**config.mk**
```make
export PLATFORM = sky130hd
export DESIGN_NAME = core_div_seq
export DESIGN_NICKNAME = d
export VERILOG_FILES = /design/src/rtl/core_div_seq.sv
export SDC_FILE = /design/constraint.sdc
export NUM_CORES = 1
export LEC_CHECK = 0
export CAP_MARGIN = 5
export CELL_PAD_IN_SITES_DETAIL_PLACEMENT = 0
export CELL_PAD_IN_SITES_GLOBAL_PLACEMENT = 1
export CORE_UTILIZATION = 40
export CTS_CLUSTER_SIZE = 16
export DETAILED_ROUTE_END_ITERATION = 10
export PLACE_DENSITY = 0.79
export SETUP_SLACK_MARGIN = 0.15
export SLEW_MARGIN = 20
export SYNTH_ARGS = -nofsm -noshare
export SYNTH_HDL_FRONTEND = slang
export SYNTH_SLANG_ARGS = --single-unit
```
**constraint.sdc**
```tcl
create_clock -name clk -period 6.35 [get_ports clk]
set_input_delay 1.27 -clock clk [delete_from_list [all_inputs] [get_ports clk]]
set_output_delay 1.27 -clock clk [all_outputs]
set_load 0.05 [all_outputs]
```
**src/rtl/core_div_seq.sv**
```systemverilog
// Multi-cycle restoring radix-2 divide sequencer for the EX stage.
// Stalls the pipeline through halt while iterating one quotient bit per cycle.
module core_div_seq #(
    parameter int WIDTH  = 32,
    parameter bit SIGNED = 1'b1
) (
    input  logic             clk,
    input  logic             rst,
    input  logic             start,
    input  logic             flush,
    input  logic [WIDTH-1:0] dividend,
    input  logic [WIDTH-1:0] divisor,
    output logic             halt,
    output logic             done,
    output logic [WIDTH-1:0] quotient,
    output logic [WIDTH-1:0] remainder,
    output logic             div_by_zero
);

    localparam int CW = $clog2(WIDTH + 1);
    localparam logic [CW-1:0] CNT_ONE  = CW'(1);
    localparam logic [CW-1:0] CNT_INIT = CW'(WIDTH);

    typedef enum logic [1:0] {
        ST_IDLE = 2'd0,
        ST_BUSY = 2'd1,
        ST_DONE = 2'd2
    } state_t;

    state_t           state_r, state_nx_s;
    logic [WIDTH-1:0] dvd_r, dvs_r, pr_r;
    logic [CW-1:0]    cnt_r;
    logic             neg_q_r, neg_r_r;
    logic [WIDTH-1:0] quotient_r, remainder_r;
    logic             dbz_r;
    logic             halt_s, done_s;

    logic             accept_s, zero_div_s, qbit_s, last_s;
    logic [WIDTH:0]   pr_shift_s, diff_s;
    logic [WIDTH-1:0] pr_next_s, q_next_s;

    function automatic logic [WIDTH-1:0] neg_val(input logic [WIDTH-1:0] v);
        return {WIDTH{1'b0}} - v;
    endfunction

    function automatic logic [WIDTH-1:0] abs_val(input logic [WIDTH-1:0] v);
        return (SIGNED && v[WIDTH-1]) ? neg_val(v) : v;
    endfunction

    assign accept_s   = (state_r == ST_IDLE) & start & ~flush;
    assign zero_div_s = (divisor == {WIDTH{1'b0}});

    // One restoring step: the partial remainder is widened by one bit so the
    // trial subtraction's borrow lands in the MSB.
    assign pr_shift_s = {pr_r, dvd_r[WIDTH-1]};
    assign diff_s     = pr_shift_s - {1'b0, dvs_r};
    assign qbit_s     = ~diff_s[WIDTH];
    assign pr_next_s  = qbit_s ? diff_s[WIDTH-1:0] : pr_shift_s[WIDTH-1:0];
    assign q_next_s   = {dvd_r[WIDTH-2:0], qbit_s};
    assign last_s     = (cnt_r == CNT_ONE);

    // State register.
    always_ff @(posedge clk) begin
        if (!rst) begin
            state_r <= ST_IDLE;
        end else begin
            state_r <= state_nx_s;
        end
    end

    // Next-state logic; flush dominates every state.
    always_comb begin
        state_nx_s = state_r;
        if (flush) begin
            state_nx_s = ST_IDLE;
        end else begin
            case (state_r)
                ST_IDLE: begin
                    if (start) begin
                        state_nx_s = zero_div_s ? ST_DONE : ST_BUSY;
                    end else begin
                        state_nx_s = ST_IDLE;
                    end
                end
                ST_BUSY: begin
                    if (last_s) begin
                        state_nx_s = ST_DONE;
                    end else begin
                        state_nx_s = ST_BUSY;
                    end
                end
                ST_DONE: state_nx_s = ST_IDLE;
                default: state_nx_s = ST_IDLE;
            endcase
        end
    end

    // Stall and completion strobes; halt must react in the same cycle as start.
    always_comb begin
        halt_s = 1'b0;
        done_s = 1'b0;
        if (!rst || flush) begin
            halt_s = 1'b0;
            done_s = 1'b0;
        end else begin
            case (state_r)
                ST_IDLE: halt_s = start;
                ST_BUSY: halt_s = 1'b1;
                ST_DONE: done_s = 1'b1;
                default: begin
                    halt_s = 1'b0;
                    done_s = 1'b0;
                end
            endcase
        end
    end

    // Operand capture, iteration datapath and result registers.
    always_ff @(posedge clk) begin
        if (!rst) begin
            dvd_r       <= {WIDTH{1'b0}};
            dvs_r       <= {WIDTH{1'b0}};
            pr_r        <= {WIDTH{1'b0}};
            cnt_r       <= {CW{1'b0}};
            neg_q_r     <= 1'b0;
            neg_r_r     <= 1'b0;
            quotient_r  <= {WIDTH{1'b0}};
            remainder_r <= {WIDTH{1'b0}};
            dbz_r       <= 1'b0;
        end else if (accept_s) begin
            if (zero_div_s) begin
                quotient_r  <= {WIDTH{1'b1}};
                remainder_r <= dividend;
                dbz_r       <= 1'b1;
            end else begin
                dvd_r   <= abs_val(dividend);
                dvs_r   <= abs_val(divisor);
                pr_r    <= {WIDTH{1'b0}};
                cnt_r   <= CNT_INIT;
                neg_q_r <= SIGNED & (dividend[WIDTH-1] ^ divisor[WIDTH-1]);
                neg_r_r <= SIGNED & dividend[WIDTH-1];
                dbz_r   <= 1'b0;
            end
        end else if ((state_r == ST_BUSY) && !flush) begin
            pr_r  <= pr_next_s;
            dvd_r <= q_next_s;
            cnt_r <= cnt_r - CNT_ONE;
            // Results only move on the final step, so a flushed op leaves them intact.
            if (last_s) begin
                quotient_r  <= neg_q_r ? neg_val(q_next_s) : q_next_s;
                remainder_r <= neg_r_r ? neg_val(pr_next_s) : pr_next_s;
            end
        end
    end

    assign halt        = halt_s;
    assign done        = done_s;
    assign quotient    = quotient_r;
    assign remainder   = remainder_r;
    assign div_by_zero = dbz_r;

endmodule

```
Word-level counts from Yosys, hierarchy flattened:

Cells that the tools add are included.

* add/sub/neg operators: 6
* divide/modulo/power cells: 0
* shift-type cells: 0
* $lt $le $gt $ge: 0
* multipliers: 0
* equal/unequal tests: 5
* bitwise operators: 7
* mux-type cells: 31
* reduce and logical (&&, ||, !) cells: 12

Operators by type and width (number)
* $mux 32: 19
* $sub 1x32->32 const A: 4
* $sub 33x32->33: 1
* $logic_not 32->1: 1
* $mux 6: 3
* $eq 6x1->1 const B: 1
* $mux 2: 3
* $sub 6x1->6 const B: 1
* $mux 1: 4
* $not 1->1: 4
* $pmux 2 s2: 1
* $reduce_and 2->1: 2
* $reduce_bool 2->1: 2
* $reduce_and 3->1: 1
* $and 1x1->1: 2
* $eq 2x1->1 const B: 1
* $eq 2x2->1 const B: 1
* $logic_not 1->1: 2
* $logic_not 2->1: 1
* $ne 2x1->1 const B: 1
* $ne 2x2->1 const B: 1
* $pmux 1 s2: 1
* $reduce_or 2->1: 1
* $logic_and 1x1->1: 1
* 2 further kinds: 2

* word-level logic and storage cells: 71
* memory bits (writable): 0
* latch bits: 0
* flip-flop bits (word level): 171
* output and inout bits: 67
* memories: 0
* ROM bits: 0

Depth between registers and ports, before layout:

Gate-level depths: netlist of the first run.

* depth in word-level cells: 7
* mapped depth: 23
* gate-level depth less buffers: 21

Worst setup path after synthesis of the first run:

Ideal clock, no wire load.

* path kind: reg-to-reg
* start point: reg dvd_r[31]
* end point: reg remainder_r[30] (netlist: remainder[30])
* library setup time: 0.086 ns
* period minus slack after synthesis: 5.380 ns
* buffers on the path: 2
* setup slack: 0.970 ns
* stages on the path, launching flop included: 23
* data arrival time: 5.294 ns
* path through: dfxtp_1 > inv_1 > ha_1 > fa_1 > nand2b_1 > a211oi_2 > o211ai_1 > a211oi_2 > o21a_1 > nor2_1 > inv_1 > buf_2 > clkbuf_1 > o21ai_0 > inv_1 > ha_1 > nand2_1 > or4b_2 > nor4b_2 > a41oi_1 > a211o_1 > o311a_1 > a211oi_1

* cells in the longest elaborated chain, start to end: 7

Ends and longest elaborated chain
* from (decl): line 31 `logic [WIDTH-1:0] dvd_r, dvs_r, pr_r;`
* from (signal assigned): line 121 `dvd_r <= {WIDTH{1'b0}};`
* from (signal assigned): line 136 `dvd_r <= abs_val(dividend);`
* from (signal assigned): line 146 `dvd_r <= q_next_s;`
* $sub 33x32->33: line 56 `assign diff_s = pr_shift_s - {1'b0, dvs_r};`
* $mux 32 (*): line 58 `assign pr_next_s = qbit_s ? diff_s[WIDTH-1:0] : pr_shift_s[WIDTH-1:0];`
* $sub 1x32->32: line 43 `return {WIDTH{1'b0}} - v;`
* $mux 32 (*): line 151 `remainder_r <= neg_r_r ? neg_val(pr_next_s) : pr_next_s;`
* $mux 32 (*): line 149 `if (last_s) begin`
* $mux 32 (*): line 144 `end else if ((state_r == ST_BUSY) && !flush) begin`
* $mux 32 (*): line 130 `end else if (accept_s) begin`
* to (signal assigned): line 128 `remainder_r <= {WIDTH{1'b0}};`
* to (signal assigned): line 133 `remainder_r <= dividend;`
* to (signal assigned): line 151
* to (decl): line 34 `logic [WIDTH-1:0] quotient_r, remainder_r;`

Mark *: on every way between the ends. The rest lies on a longest branch, timed or not. The select of a mux whose other input is x is not followed.
A chain may end at the register's enable or synchronous reset.

Worst setup path in the final report of the first run:

Ends and elaborated chain as after synthesis.

==> results.sh, run 1 <==
export IMPL_outcome="finished clean"
export IMPL_synth_compound_area_share_pct=28.03
export IMPL_syn_inst=1641
export IMPL_async_flop_share_pct=0
export IMPL_post_cts_buffers=0
export IMPL_wl_um=43140
export IMPL_rows=64
export IMPL_die_h_um=178.8
export IMPL_design_area_um2=14730
export IMPL_portBuffers=134
export IMPL_report_final_slew_viol_count=0
export IMPL_p_per_area_nw_per_um2=196.9
export IMPL_p_leak_nw=5.655
export IMPL_dieArea_um2=31980
export IMPL_startpoint_type="register"
export IMPL_cp_top_family="compound AO/OA/AOI/OAI gates"
export IMPL_drive_gt1_share_pct=5.663
export IMPL_grt_overflow=0
export IMPL_drt_iter0_drc=1022
export IMPL_yosysUniqueCellTypes=79
export IMPL_yosys_warnings=0
export IMPL_synth_fa_ha_area_share_pct=3.962
export IMPL_maxSlewHeadroom_pct=20.10
export IMPL_seq_area_frac_synth_pct=27.37
export IMPL_vias=12510
export IMPL_drc=0
export IMPL_antenna_found_initial=1
export IMPL_hp_class="reg2reg"
export IMPL_multi_input_area_um2=8498
export IMPL_grt_max_degree=86
export IMPL_tritoncts="yes"
export IMPL_worst_pin_slew_ps=1196
export IMPL_cts_max_level=4
export IMPL_slowest_stage="or4b_2"
export IMPL_fin_util_pct=48.02
export IMPL_final_setup_skew_ps=10.58
export IMPL_coreArea_um2=30670
export IMPL_cts_made_buffers=17
export IMPL_yosys_area_top_type="dfxtp_1"
export IMPL_critPathMaxStageDelay_ps=730
export IMPL_crit_chain="inv_1 > ha_1 > fa_1 > nand2b_1 > a211oi_4 > o211ai_1 > a211oi_2 > nor3_1 > nor2_4 > inv_1 > buf_4 > a21oi_1 > ha_1 > nand2_1 > or4b_2 > nor4b_4 > a41oi_2 > a211o_1 > o311a_1 > a211oi_1"
export IMPL_clock_sinks=171
export IMPL_ant_nets=0
export IMPL_synth_main_ff_cell="dfxtp_1"
export IMPL_end_kind="register"
export IMPL_ir_worst_vdd_mv=0.1977
export IMPL_ys_ff_latch=171
export IMPL_fin_ws_ps=468.2
export IMPL_synth_area_um2=12510
export IMPL_synthXorXnorAreaFrac_pct=8.754
export IMPL_placed_area_um2=14100
export IMPL_finalCritPeriodShare_pct=92.63
export IMPL_clk_pin_slew_ps=80
export IMPL_hold_buffers=0
export IMPL_area_growth_pct=17.75
export IMPL_initial_utilization_pct=40.78
export IMPL_synth_edf_count=0
export IMPL_detailed_place_hpwl_um=32210
export IMPL_finalSetupViolCount=0
export IMPL_worstPathArrival_ps=6240
export IMPL_grt_pass1_wl_um=66300
export IMPL_layout_min_cycle_time_ps=5882
export IMPL_drv_cap=0
export IMPL_boundaryPins=135
export IMPL_worst_hold_slack_ps=473.2
export IMPL_avgRoutedWirePerCell_um=20.45
export IMPL_crit_type="reg2reg"
export IMPL_critPathMaxFanout=17
export IMPL_synth_simple_area_share_pct=23.93
export IMPL_post_cts_resized=0
export IMPL_dr_pass1_iters=5
export IMPL_grt_setup_unrepaired="no"
export IMPL_ys_top_cells_by_area="dfxtp_1, xor2_1, o21ai_0"
export IMPL_fmax_mhz=170.0
export IMPL_clock_latency_ps=450
export IMPL_synth_avg_cell_area_um2=7.622
export IMPL_cts_path_max_buffers=2
export IMPL_worst_path_buf_inv=3
export IMPL_grt_pass1_vias=11450
export IMPL_routed_via_density=5.929
export IMPL_syn_nets=1748
export IMPL_muxShareOfSynthArea_pct=2.761
export IMPL_clockRootBuffer="clkbuf_16"
export IMPL_tns_ps=0
export IMPL_fillers=3025
export IMPL_gp_congestion=0.9209
export IMPL_dieWidth_um=178.8
export IMPL_nets=1807
export IMPL_synth_top_area_share_pct=27.37
export IMPL_cp_required_ps=6710
export IMPL_finalHoldViolCount=0
export IMPL_synth_top_family_by_area="compound AO/OA/AOI/OAI gates"
export IMPL_antenna_cells=0
export IMPL_place_ws_ps=360.2
export IMPL_track_usage_pct=26.89
export IMPL_regArea_um2=3423
==> per-stage QoR <==
| step | instances | total power [mW] |
|---|---|---|
| finish | 2109 | 2.900 |
| global route | 2109 | 3.019 |
| CTS | 2109 | 2.903 |
| detailed placement | 2077 | 1.812 |
| global placement | 2077 | 1.812 |
| floorplan | 1641 | 1.594 |
==> worst register-to-register path: stages, from the launching register on <==
cell and delay, ps:
dfxtp_1 380, inv_1 60, ha_1 230, fa_1 400
nand2b_1 220, a211oi_4 440, o211ai_1 260, a211oi_2 390
nor3_1 150, nor2_4 110, inv_1 80, buf_4 200
a21oi_1 260, ha_1 320, nand2_1 70, or4b_2 730
nor4b_4 410, a41oi_2 260, a211o_1 320, o311a_1 340
a211oi_1 150
==> flip-flops by register name, summed over array words and instances, names as in the netlist <==
name         count
dvd_r           32
dvs_r           32
pr_r            32
quotient        32
remainder       32
cnt_r            6
state_r          2
div_by_zero      1
neg_q_r          1
neg_r_r          1
==> cell usage after synthesis (all sizes together), types with 6 or more instances <==
master and number:
clkbuf 97, or4 16, nand2b 16, mux2i 30
or2 7, o211ai 39, nor2 115, buf 21
o31ai 32, o211a 30, and3 13, a31oi 15
inv 50, a41oi 7, a21oi 97, o41ai 12
a21boi 34, or3 42, xor2 82, a221oi 6
and2 46, o21ai 133, a21o 10, nand3 57
nor3 35, ha 38, a211oi 23, nor2b 19
nand4 16, xnor2 43, nand2 170, dfxtp 171
a211o 10, nor4 21
==> cells in the final DEF (no fill, tap or decap), types with 6 or more instances in the layout <==
| master | Yosys | routed |
|---|---|---|
| xor2_1 | 82 | 82 |
| a211o_1 | 9 | 9 |
| clkdlybuf4s50_1 | 0 | 133 |
| o21ai_0 | 128 | 128 |
| xnor2_1 | 43 | 43 |
| nor2_1 | 115 | 112 |
| nand2_1 | 170 | 169 |
| o31ai_1 | 32 | 32 |
| o211ai_1 | 39 | 39 |
| inv_1 | 50 | 50 |
| nor3_1 | 35 | 35 |
| nor2b_1 | 19 | 19 |
| a211oi_1 | 21 | 21 |
| nand2b_1 | 15 | 15 |
| mux2i_1 | 30 | 30 |
| ha_1 | 38 | 38 |
| or4_1 | 14 | 14 |
| a21boi_0 | 33 | 33 |
| nand3_1 | 57 | 57 |
| a221oi_1 | 6 | 6 |
| a21o_1 | 10 | 10 |
| clkbuf_16 | 0 | 17 |
| and3_1 | 13 | 13 |
| a21oi_1 | 97 | 97 |
| nand4_1 | 16 | 16 |
| and2_1 | 46 | 44 |
| nor4_1 | 20 | 20 |
| or3_1 | 40 | 40 |
| or2_2 | 6 | 6 |
| buf_4 | 0 | 25 |
| a31oi_1 | 15 | 15 |
| o41ai_1 | 11 | 11 |
| o211a_1 | 30 | 30 |
| dfxtp_1 | 171 | 171 |
==> cell type report <==
| type | count | area share (%) |
|---|---|---|
| Sequential cell | 171 | 23.25 |
| Timing Repair Buffer | 158 | 10.31 |
| Clock buffer | 19 | 3.076 |
| Inverter | 50 | 1.274 |
| Tap cell | 396 | 3.364 |
| Clock inverter | 13 | 1.020 |
| Multi-Input combinational cell | 1302 | 57.71 |
==> path summary, 6_finish.rpt <==
path / from / end / slack [ps] / depth (start not counted)
max: dvd_r[31] / remainder[30] / 470 / 20
max reg2reg: dvd_r[31] / remainder[30] / 470 / 20
min reg2reg: dvs_r[24] / dvs_r[24] / 470 / 2
min: dvs_r[24] / dvs_r[24] / 470 / 2
==> metal layers <==
metal / vias up / share of wire (%) / track usage, %
li1: 6109 / - / -
met1: 5929 / 47 / 38.56
met2: 411 / 44 / 41.01
met3: 56 / 6.6 / 4.050
met4: 0 / 1.9 / 8.192
met5: - / 0 / 0
==> report_power, final <==
group | total (mW) | switching, mW | internal [mW]
clock network | 1.09 | 0.513 | 0.582
logic | 0.677 | 0.428 | 0.249
registers | 1.13 | 0.0280 | 1.10
==> logic make-up (layout without fill, tap and decap cells) <==
family	Yosys count	in the layout
AOI/OAI and AO/OA	511	511
adders and majority gates	39	39
DFF	171	171
and+or+nand+nor	593	593
muxes	34	34
xor gates and xnor gates	125	125
buffers and inverters	168	240
No activity file was read; power rests on OpenSTA's default activity.
==> inputs of run 2 (changes only) <==
--- a/config.mk
+++ b/config.mk
@@ -8,12 +8,12 @@
 export CAP_MARGIN = 5
 export CELL_PAD_IN_SITES_DETAIL_PLACEMENT = 0
 export CELL_PAD_IN_SITES_GLOBAL_PLACEMENT = 1
-export CORE_UTILIZATION = 40
+export CORE_UTILIZATION = 43
 export CTS_CLUSTER_SIZE = 16
 export DETAILED_ROUTE_END_ITERATION = 10
-export PLACE_DENSITY = 0.79
+export PLACE_DENSITY = 0.89
 export SETUP_SLACK_MARGIN = 0.15
-export SLEW_MARGIN = 20
+export SLEW_MARGIN = 30
 export SYNTH_ARGS = -nofsm -noshare
 export SYNTH_HDL_FRONTEND = slang
 export SYNTH_SLANG_ARGS = --single-unit
==> run 2 against run 1 <==
Clock power about the same. Largest cell class unchanged. Largest power group unchanged. Sequential share of layout area about the same. Critical path type unchanged. Highest routed layer unchanged. Register-to-register slack hardly changed.
==> results.sh, run 2 (same netlist as run 1, synthesis figures left out) <==
export IMPL_holdCritStartpoint="remainder[1]"
export IMPL_detailed_place_hpwl_um=31070
export IMPL_report_final_slew_viol_count=0
export IMPL_hold_buffers=0
export IMPL_rows=62
export IMPL_hp_class="reg2reg"
export IMPL_final_setup_skew_ps=19.86
export IMPL_layout_common_cells="dfxtp_1, nand2_1, clkdlybuf4s50_1"
export IMPL_area_growth_pct=17.60
export IMPL_cts_max_level=4
export IMPL_portBuffers=134
export IMPL_drv_cap=0
export IMPL_crit_path_start="dvd_r[31]"
export IMPL_post_cts_buffers=0
export IMPL_cts_path_max_buffers=2
export IMPL_clock_sinks=171
export IMPL_antenna_found_initial=0
export IMPL_r2r_start="dvd_r[31]"
export IMPL_outcome="finished clean"
export IMPL_nets=1805
export IMPL_grt_pass1_wl_um=65280
export IMPL_die_h_um=172.5
export IMPL_coreArea_um2=28630
export IMPL_clock_latency_ps=450
export IMPL_fmax_mhz=170.3
export IMPL_layout_min_cycle_time_ps=5872
export IMPL_grt_max_degree=90
export IMPL_track_usage_pct=27.37
export IMPL_fillers=2790
export IMPL_placed_area_um2=14070
export IMPL_dieArea_um2=29770
export IMPL_gp_congestion=0.9278
export IMPL_drt_iter0_drc=1227
export IMPL_finalCritPeriodShare_pct=92.47
export IMPL_grt_overflow=0
export IMPL_finalSetupViolCount=0
export IMPL_avgRoutedWirePerCell_um=19.79
export IMPL_mostFrequentLayoutCell="dfxtp_1"
export IMPL_tritoncts="yes"
export IMPL_tns_ps=0
export IMPL_maxSlewHeadroom_pct=39.67
export IMPL_cts_made_buffers=17
export IMPL_crit_type="reg2reg"
export IMPL_vias=12730
export IMPL_routed_via_density=6.077
export IMPL_critPathMaxFanout=13
export IMPL_clockRootBuffer="clkbuf_16"
export IMPL_ant_nets=0
export IMPL_grt_setup_unrepaired="no"
export IMPL_grt_pass1_vias=11630
export IMPL_drc=0
export IMPL_ir_worst_vdd_mv=0.1620
export IMPL_drive_gt1_share_pct=5.552
export IMPL_clk_pin_slew_ps=80
export IMPL_p_leak_nw=5.645
export IMPL_boundaryPins=135
export IMPL_worstPathArrival_ps=6230
export IMPL_initial_utilization_pct=43.69
export IMPL_dieWidth_um=172.5
export IMPL_end_kind="register"
export IMPL_finalHoldViolCount=0
export IMPL_cp_required_ps=6710
export IMPL_p_per_area_nw_per_um2=197.4
export IMPL_dr_pass1_iters=6
export IMPL_antenna_cells=0
export IMPL_design_area_um2=14710
export IMPL_wl_um=41450
export IMPL_worst_pin_slew_ps=901.5
export IMPL_startpoint_type="register"
[run 2: what timing repair did]
item                                    in CTS  in global routing
hold endpoints to repair                     0                  0
endpoints found under the setup margin       0                  3
resized for setup                            0                  3
[run 2: worst max-delay path, stage by stage (launching register included)]
cell	delay, ps
dfxtp_1	390
inv_1	60
ha_1	240
fa_1	410
nand2b_1	210
a211oi_4	420
o211ai_1	260
a211oi_2	340
nor3_1	140
nor2_4	130
clkinvlp_4	250
a21oi_1	300
ha_1	330
nand2_1	80
or4b_2	740
nor4b_4	390
a41oi_1	270
a211o_1	330
o311a_1	350
a211oi_1	150
[run 2: worst paths after layout]
check,slack [ps],cells after the start,end
max,480,19,remainder[30]
min,470,2,remainder[1]
max reg2reg,480,19,remainder[30]
min reg2reg,470,2,remainder[1]
[run 2: final cells by class]
class | instances | area [um^2] | share of cell area (%)
timing repair buffer | 156 | 1504 | 10.23
clock buffer | 17 | 425.4 | 2.892
sequential | 171 | 3423 | 23.28
tap | 384 | 480.5 | 3.267
inverter | 50 | 191.4 | 1.302
clock inverter | 15 | 191.4 | 1.302
multi-input combinational | 1302 | 8492 | 57.74
[run 2: where the power goes]
part	switching (mW)	internal (mW)	leakage [nW]	total [mW]
Clock	0.560	0.539	0.298	1.10
Combinational	0.429	0.248	3.96	0.677
Sequential	0.0264	1.10	1.39	1.13
Total	1.02	1.89	5.64	2.90
[run 2: through the flow]
step	hold slack [ps]	power (mW)	util [%]	cells	worst slack [ps]
3_5_place_dp	466.7	1.811	49.16	2063	434.9
2_1_floorplan	441.0	1.594	-	1641	970.2
6_report	473.8	2.903	51.38	2095	477.9
5_1_grt	501.3	3.028	51.38	2095	160.0
3_3_place_gp	453.3	1.809	49.15	2063	590.1
4_1_cts	477.8	2.898	51.31	2095	426.7
[run 2: layer usage]
layer | part of all wire, % | routed length, um | vias to the layer above | GRT usage, %
met3 | 7.1 | 2943 | 76 | 4.398
li1 | - | - | 6132 | -
met1 | 45 | 18520 | 6006 | 37.51
met5 | 0 | 0 | - | 0
met2 | 46 | 18960 | 517 | 43.58
met4 | 2.5 | 1030 | 0 | 9.115
==> inputs of run 3 (changes only) <==
==> constraint.sdc (replaced) <==
create_clock -name clk -period 6.35 [get_ports clk]
set_input_delay 0.9525 -clock clk [delete_from_list [all_inputs] [get_ports clk]]
set_output_delay 0.9525 -clock clk [all_outputs]
set_load 0.05 [all_outputs]
==> run 3 against run 2 <==
Die area did not move. Clock power is 4% lower. Global-route usage is 0.96 points higher. Hold slack got worse by 4.3 ps. Critical endpoint unchanged. Largest power group unchanged.
==> results.sh, run 3 (same netlist as run 1, synthesis figures left out) <==
export IMPL_min_to="dvs_r[26]"
export IMPL_antenna_cells=0
export IMPL_holdPathStages=2
export IMPL_final_setup_skew_ps=12.73
export IMPL_clock_latency_ps=450
export IMPL_r2r_slack_ps=390
export IMPL_startpoint_type="register"
export IMPL_rows=62
export IMPL_ant_nets=0
export IMPL_layout_min_cycle_time_ps=5959
export IMPL_use_met3_pct=2.924
export IMPL_grt_util_met2_pct=44.74
export IMPL_crit_type="reg2reg"
export IMPL_hp_class="reg2reg"
export IMPL_finalHoldViolCount=0
export IMPL_worst_pin_slew_ps=916.3
export IMPL_wl_um=42760
export IMPL_track_usage_pct=28.34
export IMPL_end_kind="register"
export IMPL_boundaryPins=135
export IMPL_outcome="finished clean"
export IMPL_r2r_end="remainder[30]"
export IMPL_grt_pass1_vias=11580
export IMPL_clockRootBuffer="clkbuf_16"
export IMPL_nets=1803
export IMPL_tns_ps=0
export IMPL_mostFrequentLayoutCell="dfxtp_1"
export IMPL_grt_pass1_wl_um=67000
export IMPL_clock_sinks=171
export IMPL_multi_input_area_um2=8484
export IMPL_finalSetupViolCount=0
export IMPL_portBuffers=134
export IMPL_regArea_um2=3423
export IMPL_hold_buffers=0
export IMPL_report_final_slew_viol_count=0
export IMPL_tritoncts="yes"
export IMPL_grt_overflow=0
export IMPL_worst_r2r_path_depth=21
export IMPL_antenna_found_initial=0
export IMPL_drc=0
export IMPL_r2r_start="dvd_r[31]"
export IMPL_fillers=2797
export IMPL_grt_max_degree=92
export IMPL_fmax_mhz=167.8
export IMPL_area_growth_pct=17.32
export IMPL_holdCritStartpoint="dvs_r[26]"
export IMPL_crit_chain="inv_1 > ha_1 > fa_1 > nand2b_1 > a211oi_4 > o211ai_1 > a211oi_2 > nor3_1 > nor2_4 > clkinvlp_4 > nand2_1 > o21ai_0 > inv_1 > ha_1 > nand2_1 > or4b_2 > nor4b_2 > a41oi_1 > a211o_1 > o311a_1 > a211oi_1"
export IMPL_finalCritPeriodShare_pct=93.84
export IMPL_dr_pass1_iters=6
export IMPL_layout_common_cells="dfxtp_1, nand2_1, clkdlybuf4s50_1"
export IMPL_ir_worst_vdd_mv=0.1862
export IMPL_slowest_stage="or4b_2"
export IMPL_drive_gt1_share_pct=5.442
export IMPL_busiest_layer="met2"
export IMPL_cp_required_ps=6710
export IMPL_cts_made_buffers=17
export IMPL_drv_cap=0
export IMPL_worst_hold_slack_ps=469.5
export IMPL_coreArea_um2=28630
export IMPL_use_met1_pct=39.89
export IMPL_p_leak_nw=5.613
export IMPL_vias=12750
export IMPL_gp_congestion=0.9428
export IMPL_maxSlewHeadroom_pct=38.91
export IMPL_die_h_um=172.5
export IMPL_dieWidth_um=172.5
export IMPL_p_per_area_nw_per_um2=196.0
export IMPL_initial_utilization_pct=43.69
export IMPL_avgRoutedWirePerCell_um=20.43
export IMPL_worstPathArrival_ps=6320
export IMPL_drt_iter0_drc=1245
export IMPL_dieArea_um2=29770
export IMPL_critPathMaxFanout=11
export IMPL_detailed_place_hpwl_um=32290
export IMPL_cts_max_level=4
export IMPL_grt_setup_unrepaired="yes"
export IMPL_clk_pin_slew_ps=80
export IMPL_critPathMaxStageDelay_ps=720
export IMPL_cts_path_max_buffers=2
export IMPL_routed_via_density=6.090
==> run 3: cell count changes in the layout (fill, tap and decap cells not counted), sizes merged <==
cell | previous run | this run
inv | 56 | 55
buf | 23 | 21
clkinvlp | 1 | 2
==> run 3: per-layer routing <==
metal / routed length (um) / vias to the layer above / share of wire [%]
li1: - / 6119 / -
met1: 19800 / 6089 / 46
met2: 19270 / 453 / 45
met3: 2388 / 86 / 5.6
met4: 1305 / 0 / 3.1
met5: 0 / - / 0
==> run 3: area by class of cell <==
| cell class | instances | share of cell area [%] |
|---|---|---|
| sequential | 171 | 23.33 |
| inverter | 50 | 1.305 |
| clock inverter | 15 | 1.219 |
| multi-input combinational | 1302 | 57.82 |
| tap | 384 | 3.275 |
| clock buffer | 17 | 2.899 |
| timing repair buffer | 154 | 10.15 |
==> run 3: power by group <==
part | internal (mW) | switching [mW]
Clock | 0.531 | 0.532
Sequential | 1.10 | 0.0290
Combinational | 0.247 | 0.436
Total | 1.88 | 0.997
==> run 3: worst max-delay path by stage <==
| stage | endpoint | cells after the start | slack (ps) | start |
|---|---|---|---|---|
| final | remainder[30] | 21 | 390 | dvd_r[31] |
| after global routing | remainder[30] | 21 | 90 | dvd_r[31] |
| after CTS | remainder[28] | 20 | 420 | dvd_r[31] |
| after detailed placement | remainder[28] | 20 | 460 | dvd_r[31] |
| after global placement | remainder[30] | 20 | 700 | dvd_r[31] |
| after floorplan | remainder[30] | 22 | 970 | dvd_r[31] |
==> run 3: repair_timing <==
action | in CTS | in global routing
setup buffers | 0 | 0
gates resized for setup | 0 | 3
endpoints found under the setup margin | 0 | 2
==> run 3: through the flow <==
stage / instance area, um^2 / total power [mW] / util, % / setup slack [ps] / cells
after detailed placement: 14060 / 1.820 / 49.10 / 463.8 / 2061
after floorplan: 12510 / 1.594 / - / 970.2 / 1641
after global placement: 14050 / 1.818 / 49.10 / 704.9 / 2061
final: 14670 / 2.876 / 51.26 / 391.1 / 2093
after global routing: 14670 / 2.999 / 51.26 / 86.75 / 2093
after CTS: 14660 / 2.878 / 51.22 / 417.4 / 2093
==> run 3: worst max-delay path: cells and delay by family, from the launching register on <==
family	cells	cell delay [ps]
compound gates	8	2330
flops	1	370
simple gates	7	1840
buf+inv	3	370
fa+ha+maj	3	950
